## src/rtl/mode_switch_ctrl_if.sv

```systemverilog
// Operand/opcode handshake bundle: per-source inputs towards the selector and
// the single registered operation towards the ALU.
interface mode_switch_ctrl_if #(
    parameter int DATA_W  = 8,
    parameter int OP_W    = 3,
    parameter int NUM_SRC = 2
);
    logic [NUM_SRC*DATA_W-1:0] src_a;
    logic [NUM_SRC*DATA_W-1:0] src_b;
    logic [NUM_SRC*OP_W-1:0]   src_opcode;
    logic [NUM_SRC-1:0]        src_valid;
    logic [NUM_SRC-1:0]        src_ready;
    logic [DATA_W-1:0]         sel_a;
    logic [DATA_W-1:0]         sel_b;
    logic [OP_W-1:0]           sel_opcode;
    logic                      sel_valid;
    logic                      sel_ready;

    modport master (
        input  src_a, src_b, src_opcode, src_valid, sel_ready,
        output src_ready, sel_a, sel_b, sel_opcode, sel_valid
    );

    modport slave (
        output src_a, src_b, src_opcode, src_valid, sel_ready,
        input  src_ready, sel_a, sel_b, sel_opcode, sel_valid
    );
endinterface

```

## src/rtl/mode_switch_ctrl.sv

```systemverilog
// Source selector for the ALU front end: forwards one source through a single
// registered valid/ready stage and drains it before changing sources.
module mode_switch_ctrl #(
    parameter int DATA_W     = 8,
    parameter int OP_W       = 3,
    parameter int NUM_SRC    = 2,
    parameter int RESET_MODE = 0,
    parameter int SEL_W      = (NUM_SRC > 2) ? $clog2(NUM_SRC) : 1
) (
    input  logic                 clk,
    input  logic                 rst_n,
    mode_switch_ctrl_if.master   bus,
    input  logic [SEL_W-1:0]     mode_req,
    input  logic                 mode_req_valid,
    output logic [SEL_W-1:0]     active_mode,
    output logic                 switching,
    output logic                 req_err
);
    localparam logic [1:0] ST_RUN    = 2'd0;
    localparam logic [1:0] ST_DRAIN  = 2'd1;
    localparam logic [1:0] ST_SWITCH = 2'd2;

    logic [1:0]        state_q, state_d;
    logic [SEL_W-1:0]  active_q, active_d;
    logic [SEL_W-1:0]  target_q, target_d;
    logic [DATA_W-1:0] sel_a_q, sel_a_d;
    logic [DATA_W-1:0] sel_b_q, sel_b_d;
    logic [OP_W-1:0]   sel_op_q, sel_op_d;
    logic              sel_valid_q, sel_valid_d;
    logic              req_err_q, req_err_d;
    logic              switching_q, switching_d;

    logic               can_load;
    logic               in_run;
    logic               req_in_range;
    logic               transfer;
    logic [NUM_SRC-1:0] src_ready_w;

    always_comb begin
        can_load     = !sel_valid_q || bus.sel_ready;
        in_run       = (state_q == ST_RUN);
        req_in_range = (int'(mode_req) < NUM_SRC);
        transfer     = in_run && bus.src_valid[active_q] && can_load;
        for (int i = 0; i < NUM_SRC; i++) begin
            src_ready_w[i] = in_run && (int'(active_q) == i) && can_load;
        end
    end

    // Output stage: load on a transfer, otherwise empty once the ALU takes it.
    always_comb begin
        sel_a_d     = sel_a_q;
        sel_b_d     = sel_b_q;
        sel_op_d    = sel_op_q;
        sel_valid_d = sel_valid_q;
        if (transfer) begin
            sel_a_d     = bus.src_a[int'(active_q)*DATA_W +: DATA_W];
            sel_b_d     = bus.src_b[int'(active_q)*DATA_W +: DATA_W];
            sel_op_d    = bus.src_opcode[int'(active_q)*OP_W +: OP_W];
            sel_valid_d = 1'b1;
        end else if (bus.sel_ready) begin
            sel_valid_d = 1'b0;
        end
    end

    always_comb begin
        state_d   = state_q;
        active_d  = active_q;
        target_d  = target_q;
        req_err_d = mode_req_valid && ((state_q == ST_SWITCH) || !req_in_range);
        case (state_q)
            ST_RUN: begin
                if (mode_req_valid && req_in_range && (mode_req != active_q)) begin
                    target_d = mode_req;
                    state_d  = ST_DRAIN;
                end
            end
            ST_DRAIN: begin
                if (mode_req_valid && req_in_range) begin
                    target_d = mode_req;
                end
                // Drained once the held operation is gone or leaves this cycle.
                if (can_load) begin
                    state_d = ST_SWITCH;
                end
            end
            ST_SWITCH: begin
                active_d = target_q;
                state_d  = ST_RUN;
            end
            default: begin
                state_d = ST_RUN;
            end
        endcase
        switching_d = (state_d != ST_RUN);
    end

    always_ff @(posedge clk or negedge rst_n) begin
        if (!rst_n) begin
            state_q     <= ST_RUN;
            active_q    <= SEL_W'(RESET_MODE);
            target_q    <= SEL_W'(RESET_MODE);
            sel_a_q     <= '0;
            sel_b_q     <= '0;
            sel_op_q    <= '0;
            sel_valid_q <= 1'b0;
            req_err_q   <= 1'b0;
            switching_q <= 1'b0;
        end else begin
            state_q     <= state_d;
            active_q    <= active_d;
            target_q    <= target_d;
            sel_a_q     <= sel_a_d;
            sel_b_q     <= sel_b_d;
            sel_op_q    <= sel_op_d;
            sel_valid_q <= sel_valid_d;
            req_err_q   <= req_err_d;
            switching_q <= switching_d;
        end
    end

    assign bus.src_ready  = src_ready_w;
    assign bus.sel_a      = sel_a_q;
    assign bus.sel_b      = sel_b_q;
    assign bus.sel_opcode = sel_op_q;
    assign bus.sel_valid  = sel_valid_q;
    assign active_mode    = active_q;
    assign switching      = switching_q;
    assign req_err        = req_err_q;
endmodule
```

## src/flat_wrapper.sv

```systemverilog
// flat-port wrapper written by rule: the top's interface ports become plain ports
module mode_switch_ctrl_flat 
#(
    parameter int DATA_W     = 8,
    parameter int OP_W       = 3,
    parameter int NUM_SRC    = 2,
    parameter int RESET_MODE = 0,
    parameter int SEL_W      = (NUM_SRC > 2) ? $clog2(NUM_SRC) : 1
)
  (clk, rst_n, mode_req, mode_req_valid, active_mode, switching, req_err, bus_src_a, bus_src_b, bus_src_opcode, bus_src_valid, bus_sel_ready, bus_src_ready, bus_sel_a, bus_sel_b, bus_sel_opcode, bus_sel_valid);
  mode_switch_ctrl_if #(.DATA_W(DATA_W), .OP_W(OP_W), .NUM_SRC(NUM_SRC)) bus_i ();
  input  logic clk;
  input  logic rst_n;
  input  logic [SEL_W-1:0] mode_req;
  input  logic mode_req_valid;
  output logic [SEL_W-1:0] active_mode;
  output logic switching;
  output logic req_err;
  input wire logic [$bits(bus_i.src_a)-1:0] bus_src_a;
  input wire logic [$bits(bus_i.src_b)-1:0] bus_src_b;
  input wire logic [$bits(bus_i.src_opcode)-1:0] bus_src_opcode;
  input wire logic [$bits(bus_i.src_valid)-1:0] bus_src_valid;
  input wire logic [$bits(bus_i.sel_ready)-1:0] bus_sel_ready;
  output wire logic [$bits(bus_i.src_ready)-1:0] bus_src_ready;
  output wire logic [$bits(bus_i.sel_a)-1:0] bus_sel_a;
  output wire logic [$bits(bus_i.sel_b)-1:0] bus_sel_b;
  output wire logic [$bits(bus_i.sel_opcode)-1:0] bus_sel_opcode;
  output wire logic [$bits(bus_i.sel_valid)-1:0] bus_sel_valid;
  assign bus_i.src_a = bus_src_a;
  assign bus_i.src_b = bus_src_b;
  assign bus_i.src_opcode = bus_src_opcode;
  assign bus_i.src_valid = bus_src_valid;
  assign bus_i.sel_ready = bus_sel_ready;
  assign bus_src_ready = bus_i.src_ready;
  assign bus_sel_a = bus_i.sel_a;
  assign bus_sel_b = bus_i.sel_b;
  assign bus_sel_opcode = bus_i.sel_opcode;
  assign bus_sel_valid = bus_i.sel_valid;
  mode_switch_ctrl #(.DATA_W(DATA_W), .OP_W(OP_W), .NUM_SRC(NUM_SRC), .RESET_MODE(RESET_MODE), .SEL_W(SEL_W)) u_core (.clk(clk), .rst_n(rst_n), .bus(bus_i), .mode_req(mode_req), .mode_req_valid(mode_req_valid), .active_mode(active_mode), .switching(switching), .req_err(req_err));
endmodule
```

## config.mk

```make
export PLATFORM = sky130hd
export DESIGN_NAME = mode_switch_ctrl_flat
export DESIGN_NICKNAME = d
export VERILOG_FILES = /design/src/rtl/mode_switch_ctrl_if.sv /design/src/rtl/mode_switch_ctrl.sv /design/src/flat_wrapper.sv
export SDC_FILE = /design/constraint.sdc
export NUM_CORES = 1
export LEC_CHECK = 0
export ABC_CLOCK_PERIOD_IN_PS = 2300
export CAP_MARGIN = 20
export CORE_UTILIZATION = 30
export DETAILED_ROUTE_END_ITERATION = 8
export PLACE_DENSITY_LB_ADDON = 0.3
export REMOVE_ABC_BUFFERS = 1
export SLEW_MARGIN = 20
export SYNTH_ARGS = -nofsm -noshare
export SYNTH_HDL_FRONTEND = slang
export SYNTH_SLANG_ARGS = --single-unit
```

## constraint.sdc

```tcl
create_clock -name clk -period 2.3 [get_ports clk]
set_clock_uncertainty 0.1 [all_clocks]
set_input_delay 0.575 -clock clk [delete_from_list [all_inputs] [get_ports clk]]
set_output_delay 0.575 -clock clk [all_outputs]
set_load 0.005 [all_outputs]
```

After elaboration in Yosys (flattened, before gate mapping) --
Index checks and enable logic that the tools add are counted.
Word-level totals: register bits 26, input port bits 45, word-level logic and storage cells 45
Cells by class: $mul 1, $lt $le $gt $ge 1, eq/ne operators 5, shift-type cells 3, multiplexer cells 10, bitwise operators 1, reductions and logical operators 15
Operators by type and width (count):
- variable part select 16 x 5 -> 8 bit | 2
- variable part select 6 x 32 -> 3 bit | 1
- logical AND 1 bit | 8
- two-way mux 1 bit | 6
- nonzero test 2 bit | 3
- two-way mux 2 bit | 2
- != test 2 bit (second input constant) | 2
- one-hot mux 2 bit (2 select lines) | 1
- multiplier 1 x 2 -> 3 bit (second input constant) | 1
- AND reduction 3 bit | 1
- == test 2 x 1 -> 1 bit (second input constant) | 1
- == test 2 bit (second input constant) | 1
- zero test 2 bit | 1
- less-than comparator 1 x 2 -> 1 bit (second input constant) | 1
- one-hot mux 1 bit (2 select lines) | 1
- zero test 1 bit | 1
- logical OR 1 bit | 1
- != test 1 bit | 1
- inverter 1 bit | 1

Depth between registers and ports, before layout --
Gate-level depths: netlist of run 1.
depth in word-level cells 5, gate-level depth with buffers 5

Least setup slack after synthesis of run 1 --
No wires, ideal clock.
path kind input-to-reg, from input port bus_src_valid[0], to register u_core.sel_a_q[0], in the netlist u_core.bus.sel_a[0], setup time 125 ps, arrival time 1457 ps, required time 2075 ps, setup slack 618 ps, stages 4, cells stage by stage mux2_4 -> nand3_4 -> buf_8 -> mux2_4
On the way: longest elaborated chain between the ends 4
Ends and longest elaborated chain:
- start, declared | line flat_wrapper.sv:22 | input wire logic [$bits(bus_i.src_valid)-1:0] bus_src_valid;
- two-way mux 1 bit (implied by the code) (2 in series) | line mode_switch_ctrl.sv:43 | transfer = in_run && bus.src_valid[active_q] && can_load;
- logical AND 1 bit (2 in series) | line mode_switch_ctrl.sv:43
- end signal, assigned | line mode_switch_ctrl.sv:112 | sel_a_q <= sel_a_d;
- end, declared | line mode_switch_ctrl.sv:26 | logic [DATA_W-1:0] sel_a_q, sel_a_d;
No other way between the ends. The select of a mux whose other input is x is not followed. A chain may end at the register's enable or synchronous reset.

Final worst setup path of run 1 --
from input port bus_sel_ready, to output port bus_src_ready[0]
On the way: longest elaborated chain between the ends 2
Ends and longest elaborated chain:
- start, declared | line flat_wrapper.sv:23 | input wire logic [$bits(bus_i.sel_ready)-1:0] bus_sel_ready;
- logical OR 1 bit | line mode_switch_ctrl.sv:40 | can_load = !sel_valid_q || bus.sel_ready;
- logical AND 1 bit | line mode_switch_ctrl.sv:45 | src_ready_w[i] = in_run && (int'(active_q) == i) && can_load;
- end, declared | line flat_wrapper.sv:24 | output wire logic [$bits(bus_i.src_ready)-1:0] bus_src_ready;
No other way between the ends.

==> results of run 1 <==
==> sequential cells by signal, indices dropped and copies added (netlist names) <==
register and count:
u_core.bus.sel_a 8, u_core.bus.sel_b 8, u_core.bus.sel_opcode 3, u_core.state_q 2, u_core.active_mode 1, u_core.bus.sel_valid 1, u_core.req_err 1, u_core.switching 1
u_core.target_q 1
==> cell type report <==
cell class | instances | area, um^2 | share of cell area, %
Timing Repair Buffer | 74 | 725.7 | 34.00
Multi-Input combinational cell | 62 | 636.9 | 29.84
Inverter | 1 | 3.754 | 0.1758
Tap cell | 50 | 62.56 | 2.931
Clock buffer | 4 | 55.05 | 2.579
Sequential cell | 26 | 650.6 | 30.48
==> synth_stat cells <==
cell | instances | area [um^2]
mux2_2 | 29 | 326.6
dfrtp_1 | 26 | 650.6
mux2_4 | 11 | 165.2
nand2_1 | 4 | 15.01
nand2b_1 | 3 | 18.77
buf_2 | 2 | 10.01
nor2_1 | 2 | 7.510
nor2b_1 | 2 | 12.51
a21oi_1 | 1 | 5.000
a22oi_1 | 1 | 7.510
and2_1 | 1 | 6.260
and3_1 | 1 | 6.260
buf_6 | 1 | 11.26
buf_8 | 1 | 15.01
inv_1 | 1 | 3.750
mux2i_1 | 1 | 10.01
nand3_1 | 1 | 5.000
nand3_4 | 1 | 17.52
nor2_2 | 1 | 6.260
o21ai_0 | 1 | 5.000
o22ai_1 | 1 | 6.260
xor2_1 | 1 | 8.760
==> power by group through the flow <==
| stage | Clock [uW] | Combinational (uW) | Sequential, uW |
|---|---|---|---|
| CTS | 304 | 1490 | 850 |
| detailed placement | 0 | 1500 | 852 |
| global placement | 0 | 1460 | 836 |
| global route | 326 | 1590 | 875 |
| finish | 292 | 1470 | 848 |
| floorplan | 0 | 722 | 893 |
==> worst max-delay path: cells and delay by family <==
family        cells  cell delay [ns]
buf+inv           2             0.72
simple gates      3             0.25
==> placed cells by master (no fill, tap or decap), types with 2 or more instances in the layout <==
| cell type | Yosys | final |
|---|---|---|
| buf_4 | 0 | 5 |
| clkbuf_8 | 0 | 4 |
| clkdlybuf4s50_1 | 0 | 67 |
| dfrtp_1 | 26 | 26 |
| dlygate4sd2_1 | 0 | 2 |
| mux2_2 | 29 | 29 |
| mux2_4 | 11 | 11 |
| nand2_1 | 4 | 4 |
| nand2b_1 | 3 | 2 |
| nor2_1 | 2 | 2 |
| nor2b_1 | 2 | 2 |
==> per-layer routing <==
layer | track usage (%) | up-vias | wire [um]
li1 | - | 476 | -
met1 | 15.38 | 473 | 1204
met2 | 24.14 | 46 | 1588
met3 | 1.167 | 2 | 220
met4 | 4.688 | 0 | 34
met5 | 0 | - | 0
==> worst max-delay path by stage <==
stage                                        start                               to  slack (ns)  cells after the start
floorplan           u_core.active_mode$_DFFE_PN0N_  u_core.bus.sel_a[1]$_DFFE_PN0P_        0.29                      3
global placement                     bus_sel_ready                 bus_src_ready[1]       -0.18                      4
detailed placement                   bus_sel_ready                 bus_src_ready[0]       -0.24                      5
CTS                                  bus_sel_ready                 bus_src_ready[0]        0.07                      5
global route                         bus_sel_ready                 bus_src_ready[0]        0.02                      5
finish                               bus_sel_ready                 bus_src_ready[0]        0.08                      5
==> cell families after synthesis <==
family,share of synthesized area (%)
multiplexers,38.01
flip-flops,49.29
AND/OR/NAND/NOR,7.204
buffers and inverters,3.033
AO/OA/AOI/OAI,1.801
XOR/XNOR,0.6636
==> stage by stage <==
| step | total power (uW) | hold WS (ns) | TNS [ns] |
|---|---|---|---|
| global placement | 2298 | 0.3880 | -0.3553 |
| CTS | 2649 | 0.4101 | 0 |
| floorplan | 1615 | 0.1794 | 0 |
| finish | 2605 | 0.4163 | 0 |
| global route | 2787 | 0.4275 | 0 |
| detailed placement | 2352 | 0.3939 | -0.4444 |
==> what timing repair did <==
action,CTS,global route
endpoints found under the setup margin,2,0
resized for setup,3,0
setup buffers,0,0
==> reports/qor.csv, run 1 <==
stage,metric,value,unit
outcome,status,"complete, no violations",
route,TritonRoute pass-1 iters,3,
setup_path,CP Data Required Time,1.62,ns
setup_path,Worst Setup Path Type,in2out,
sta,RSZ-0062 raised after global routing,false,
place,pre-CTS setup slack,-0.2376,ns
clocking,CTS sink cnt,26,
floorplanning,DIE AREA,4669,um^2
finish,FILL cells,369,
synth,mapped cell area,1320,um^2
clocking,hold-fix buffer count after cts,0,
synth,syn avg cell area,14.19,um^2
sta,Slew @ Worst Pin,0.3602,ns
route,routed vias/inst,4.594,
clocking,H-tree depth,1,
floorplanning,Core ar.,4115,um^2
sta,crit share post-route,96.39,%
synth,post-synthesis sequential area ratio,49.29,%
clocking,CTS root buf,clkbuf_8,
clocking,CTS tree,done,
clocking,later-pin clock latency in the skew report,0.26,ns
grt,largest net degree at the start of global routing,27,
synth,Yosys cell types,22,
route,Final ANT Viol Nets,0,
hold_path,Hold EP,u_core.bus.sel_a[1]$_DFFE_PN0P_,
floorplanning,row count,23,
place,Placed Cells,213,
setup_path,WP data arrival,1.54,ns
hold_path,worst hold start,u_core.bus.sel_a[1]$_DFFE_PN0P_,
place,GPL Wtd Cong,0.7275,
setup_path,worst reg2reg endpoint,u_core.bus.sel_a[7]$_DFFE_PN0P_,
setup_path,FF-to-FF setup slack,0.56,ns
sta,Relative slew margins,75.99,%
finish,"Cell Count, Final, Fillers Out",217,
hold_path,hold depth,1,
sta,final setup fails,0,
setup_path,crit path max fanout,4,
finish,"Design Area, Final",2135,um^2
floorplanning,num ports,70,
run,Max Cap Violations,0,
sta,Fmax achieved,451.1,MHz
power,part of the power in the clock network,11.2,%
synth,"FF+latch count, synth",26,
clocking,clk buf depth,2,
floorplanning,Die Span Y,68.33,um
power,Worst VDD drop,0.5365,mV
finish,Final Util,51.87,%
sta,fin crit period,2.217,ns
synth,cells after synthesis,93,
route,drt initial violations,27,
hold_path,Hold Crit Class,reg2reg,
setup_path,"Cell Chain, Critical Path",clkdlybuf4s50_1 -> nand2b_4 -> nand2_1 -> nor2_1 -> dlygate4sd2_1,
place,number of buffers added on ports,69,
place,post-DP HPWL,2326,um
setup_path,R2R cell count,3,
floorplanning,Die X,68.33,um
finish,ANT cells,0,
setup_path,Worst path max stage delay,0.46,ns
setup_path,CP Launch Type,input pin,
power,Psw,773.9,uW
grt,initial antenna violation count,0,
setup_path,RR Startpoint,u_core.active_mode$_DFFE_PN0N_,
grt,vias in the first global route,1000,
power,sequential power share,32.5,%
finish,post-layout net count,213,
setup_path,Worst Setup End Kind,output pin,
power,pwr dens,1221,nW/um^2
power,switching share of power,29.71,%
power,Logic pwr share,56.2,%
finish,area delta synth->final,61.71,%
power,Pint,1831,uW
power,Leak,0.0009227,uW
synth,Syn. warnings,0,
clocking,Num CTS Buffers,3,
grt,GRT Overall Usage,13.03,%
route,Remaining DRCs,0,
grt,first-pass GRT wire length,4450,um
floorplanning,Initial Util,32.08,%
route,vias,997,
route,DR WL/cell,14.04,um
clocking,"Clk pin slew, worst setup/hold paths",0.09,ns
grt,global route overflow,0,
setup_path,crit path max-delay cell type,clkdlybuf4s50_1,
route,final wirelength,3047,um
sta,final hold violations,0,
sta,final setup margin,0.08306,ns
place,Post-DP Area,2074,um^2
sta,"Slew Viols, Final",0,
finish,fraction of layout cells with a size suffix above 1,31.14,%
(Power assumes the default switching activity.)
==> run 2, diff against run 1 <==
--- a/config.mk
+++ b/config.mk
@@ -9,7 +9,6 @@
 export CAP_MARGIN = 20
 export CORE_UTILIZATION = 30
 export DETAILED_ROUTE_END_ITERATION = 8
-export PLACE_DENSITY_LB_ADDON = 0.3
 export REMOVE_ABC_BUFFERS = 1
 export SLEW_MARGIN = 20
 export SYNTH_ARGS = -nofsm -noshare
==> reports/qor.csv, run 2 (synthesized netlist as in run 1, its figures left out) <==
stage,metric,value,unit
power,Power Total,2674,uW
finish,most frequent cells in the layout,"clkdlybuf4s50_1 (67), mux2_2 (29), dfrtp_1 (26), mux2_4 (11), buf_4 (5)",
clocking,H-tree depth,1,
floorplanning,Initial Util,32.08,%
place,Placed Cells,213,
power,Worst VDD drop,0.6644,mV
route,drt initial violations,15,
sta,final setup fails,0,
finish,ANT cells,0,
grt,vias in the first global route,942,
clocking,CTS tree,done,
finish,fraction of layout cells with a size suffix above 1,30.54,%
setup_path,WP data arrival,1.55,ns
setup_path,Worst path max stage delay,0.45,ns
clocking,CTS sink cnt,26,
finish,area delta synth->final,62.37,%
finish,"Cell Count, Final, Fillers Out",217,
power,pwr dens,1248,nW/um^2
setup_path,FF-to-FF setup slack,0.50,ns
route,TritonRoute pass-1 iters,4,
sta,fin crit period,2.226,ns
finish,FILL cells,364,
finish,"commonest non-fill, non-tap cell in the layout",clkdlybuf4s50_1,
setup_path,"Cell Chain, Critical Path",clkdlybuf4s50_1 -> nand2b_1 -> nand2_1 -> nor2_1 -> dlygate4sd2_1,
clocking,"Clk pin slew, worst setup/hold paths",0.09,ns
clocking,"Setup Fix Bufs, Post-CTS",0,
setup_path,Worst Setup Path Type,in2out,
hold_path,Hold Crit Class,reg2reg,
route,Final ANT Viol Nets,0,
clocking,clk buf depth,2,
clocking,CTS root buf,clkbuf_8,
finish,area of the multi-input gates,629.4,um^2
grt,GRT Overall Usage,12.83,%
route,DR WL/cell,13.39,um
setup_path,CP Data Required Time,1.62,ns
sta,Relative slew margins,76.68,%
sta,crit share post-route,96.79,%
finish,post-layout net count,213,
route,vias,974,
setup_path,Worst Setup End Kind,output pin,
floorplanning,Die Span Y,68.33,um
route,Remaining DRCs,0,
setup_path,CP Launch Type,input pin,
grt,first-pass GRT wire length,4374,um
sta,Slew @ Worst Pin,0.3498,ns
clocking,later-pin clock latency in the skew report,0.27,ns
clocking,hold-fix buffer count after cts,0,
power,Leak,0.0009239,uW
clocking,CTS resizes,2,
setup_path,crit path max fanout,3,
place,number of buffers added on ports,69,
grt,largest net degree at the start of global routing,27,
setup_path,crit path max-delay cell type,clkdlybuf4s50_1,
place,post-DP HPWL,2165,um
floorplanning,Core ar.,4115,um^2
sta,RSZ-0062 raised after global routing,false,
route,routed vias/inst,4.488,
floorplanning,DIE AREA,4669,um^2
grt,initial antenna violation count,0,
floorplanning,Die X,68.33,um
sta,Fmax achieved,449.2,MHz
run,Max Cap Violations,0,
finish,Sequential Area,650.6,um^2
clocking,Num CTS Buffers,3,
floorplanning,row count,23,
outcome,status,"complete, no violations",
floorplanning,num ports,70,
place,GPL Wtd Cong,0.6917,
sta,"Slew Viols, Final",0,
grt,global route overflow,0,
sta,final hold violations,0,
route,final wirelength,2905,um
[run 2: final cells by class]
cell class,instances,area share [%]
Multi-Input combinational cell,62,29.36
Sequential cell,26,30.36
Inverter,1,0.1751
Clock inverter,1,1.401
Timing Repair Buffer,74,33.86
Clock buffer,3,1.926
Tap cell,50,2.919
[run 2: layer usage]
metal  global-route usage, %  part of all wire [%]  wire length (um)  up-vias
li1                        -                     -                 -      476
met1                   15.21                    43              1261      451
met2                   22.18                    48              1396       45
met3                   4.667                   8.1               234        2
met4                   2.344                  0.45                13        0
met5                       0                     0                 0        -
[run 2: where the power goes]
group          internal, uW  leakage (uW)  switching, uW
clock network           233     0.0000357            144
registers               691      0.000310            158
logic                   984      0.000578            464
[run 2: through the flow]
| stage | instance area (um^2) | worst slack [ns] | setup TNS [ns] | hold WS, ns | util, % |
|---|---|---|---|---|---|
| floorplan | 1284 | 0.2932 | 0 | 0.1794 | - |
| global placement | 2074 | -0.1588 | -0.3078 | 0.3893 | 50.41 |
| detailed placement | 2074 | -0.2208 | -0.3917 | 0.3922 | 50.41 |
| CTS | 2143 | 0.05002 | 0 | 0.4150 | 52.08 |
| global route | 2143 | 0.005504 | 0 | 0.4345 | 52.08 |
| finish | 2143 | 0.07372 | 0 | 0.4129 | 52.08 |
[run 2: critical path: cells and delay by family]
family                 cells  cell delay [ns]
buffers and inverters      2             0.71
AND/OR/NAND/NOR            3             0.28
[run 2: final timing paths]
path / start / endpoint / cells past startpoint
max in group asynchronous: rst_n / u_core.bus.sel_b[1]$_DFFE_PN0P_ / 2
max reg2reg: u_core.active_mode$_DFFE_PN0N_ / u_core.bus.sel_a[3]$_DFFE_PN0P_ / 3
max: bus_sel_ready / bus_src_ready[0] / 5
min: u_core.bus.sel_a[6]$_DFFE_PN0P_ / u_core.bus.sel_a[6]$_DFFE_PN0P_ / 1
min reg2reg: u_core.bus.sel_a[6]$_DFFE_PN0P_ / u_core.bus.sel_a[6]$_DFFE_PN0P_ / 1
min in group asynchronous: rst_n / u_core.active_mode$_DFFE_PN0N_ / 2
==> run 3, diff against run 2 <==
--- a/config.mk
+++ b/config.mk
@@ -7,9 +7,12 @@
 export LEC_CHECK = 0
 export ABC_CLOCK_PERIOD_IN_PS = 2300
 export CAP_MARGIN = 20
+export CORE_MARGIN = 3
 export CORE_UTILIZATION = 30
+export CTS_CLUSTER_SIZE = 24
 export DETAILED_ROUTE_END_ITERATION = 8
 export REMOVE_ABC_BUFFERS = 1
+export SETUP_SLACK_MARGIN = 0.15
 export SLEW_MARGIN = 20
 export SYNTH_ARGS = -nofsm -noshare
 export SYNTH_HDL_FRONTEND = slang
==> reports/qor.csv, run 3 (synthesized netlist as in run 1, its figures left out) <==
stage,metric,value,unit
finish,"Design Area, Final",2113,um^2
setup_path,CP Data Required Time,1.62,ns
route,Final ANT Viol Nets,0,
clocking,H-tree depth,1,
hold_path,Hold Crit Class,reg2reg,
floorplanning,Core ar.,4115,um^2
setup_path,Worst Setup End Kind,output pin,
sta,RSZ-0062 raised after global routing,false,
power,Worst VDD drop,0.4688,mV
setup_path,WP data arrival,1.42,ns
clocking,later-pin clock latency in the skew report,0.26,ns
floorplanning,Die X,72.33,um
place,post-DP HPWL,2516,um
place,Post-DP Area,2074,um^2
outcome,status,"complete, no violations",
finish,ANT cells,0,
sta,fin crit period,2.096,ns
route,routed vias/inst,4.537,
grt,GRT Overall Usage,12.63,%
run,Max Cap Violations,0,
route,final wirelength,3268,um
clocking,clk buf depth,2,
grt,largest net degree at the start of global routing,27,
route,TritonRoute pass-1 iters,4,
sta,final setup fails,0,
floorplanning,Die Span Y,72.33,um
clocking,"Clk pin slew, worst setup/hold paths",0.08,ns
sta,"Slew Viols, Final",0,
route,vias,980,
place,GPL Wtd Cong,0.7064,
sta,crit share post-route,91.14,%
grt,global route overflow,0,
power,pwr dens,1215,nW/um^2
route,drt initial violations,24,
clocking,CTS sink cnt,26,
setup_path,CP Launch Type,input pin,
clocking,hold-fix buffer count after cts,0,
sta,final hold violations,0,
sta,Fmax achieved,477.0,MHz
finish,fraction of layout cells with a size suffix above 1,31.93,%
clocking,CTS tree,done,
floorplanning,DIE AREA,5232,um^2
setup_path,critical path startpoint,bus_sel_ready,
grt,vias in the first global route,1089,
setup_path,RR Startpoint,u_core.active_mode$_DFFE_PN0N_,
route,Remaining DRCs,0,
route,DR WL/cell,15.13,um
clocking,CTS root buf,clkbuf_8,
finish,post-layout net count,213,
setup_path,Worst Setup Path Type,in2out,
grt,first-pass GRT wire length,5112,um
clocking,Num CTS Buffers,3,
floorplanning,num ports,70,
finish,area delta synth->final,60.10,%
finish,"commonest non-fill, non-tap cell in the layout",clkdlybuf4s50_1,
grt,initial antenna violation count,0,
floorplanning,Initial Util,32.08,%
hold_path,worst hold start,u_core.bus.sel_a[1]$_DFFE_PN0P_,
finish,most frequent cells in the layout,"clkdlybuf4s50_1 (67), mux2_2 (29), dfrtp_1 (26), mux2_4 (11), buf_4 (5)",
sta,hold_ws,0.4079,ns
floorplanning,row count,23,
place,number of buffers added on ports,69,
sta,Slew @ Worst Pin,0.3454,ns
power,Leak,0.0009116,uW
setup_path,crit path max fanout,4,
sta,Relative slew margins,76.97,%
-- run 3: cell types whose count changed in the layout (fill, tap and decap cells not counted), sizes merged --
cell	change
bufinv	-1
dlygate4sd2	-2
buf	+2
-- run 3: through the flow --
step	cells	setup WS (ns)	total power (uW)	TNS [ns]	utilization, %
2_1_floorplan	89	0.2932	1615	0	-
3_3_place_gp	213	-0.1886	2320	-0.3709	50.41
3_5_place_dp	213	-0.2363	2368	-0.4517	50.41
4_1_cts	216	0.1967	2616	0	51.35
5_1_grt	216	0.1759	2741	0	51.35
6_report	216	0.2038	2567	0	51.35
-- run 3: cell type report --
type | instances | area (um^2)
fill | 366 | 2002
tap | 50 | 62.56
timing repair buffer | 74 | 718.2
clock buffer | 3 | 41.29
multi-input combinational | 62 | 636.9
sequential | 26 | 650.6
inverter | 1 | 3.754
-- run 3: what timing repair did --
action / in CTS / in global routing
resized for setup: 9 / 0
endpoints found under the setup margin: 2 / 0
setup buffers: 0 / 0
-- run 3: report_power, final --
part | internal [uW] | total, uW | switching, uW
clock | 117 | 250 | 133
combinational | 982 | 1470 | 485
sequential | 691 | 850 | 159
total | 1790 | 2570 | 778
-- run 3: worst max-delay path: stages --
cell             delay, ns
clkdlybuf4s50_1       0.47
nand2b_4              0.13
and3_1                0.14
buf_2                 0.11
-- run 3: path summary, 6_finish.rpt --
check / to / depth (start not counted) / slack (ns)
min: u_core.bus.sel_a[1]$_DFFE_PN0P_ / 1 / 0.41
min reg2reg: u_core.bus.sel_a[1]$_DFFE_PN0P_ / 1 / 0.41
max: bus_src_ready[1] / 4 / 0.20
max in group asynchronous: u_core.bus.sel_a[0]$_DFFE_PN0P_ / 2 / 1.26
max reg2reg: u_core.bus.sel_b[7]$_DFFE_PN0P_ / 4 / 0.35
min in group asynchronous: u_core.target_q$_DFFE_PN0P_ / 2 / 0.58
-- run 3: routing by layer --
metal | track usage [%] | vias up | share of wire [%] | wire length, um
met5 | 0 | - | 0 | 0
met4 | 3.758 | 0 | 0.86 | 28
met3 | 3.186 | 2 | 7.3 | 237
met2 | 22.95 | 38 | 51 | 1676
met1 | 14.45 | 469 | 41 | 1325
li1 | - | 471 | - | -
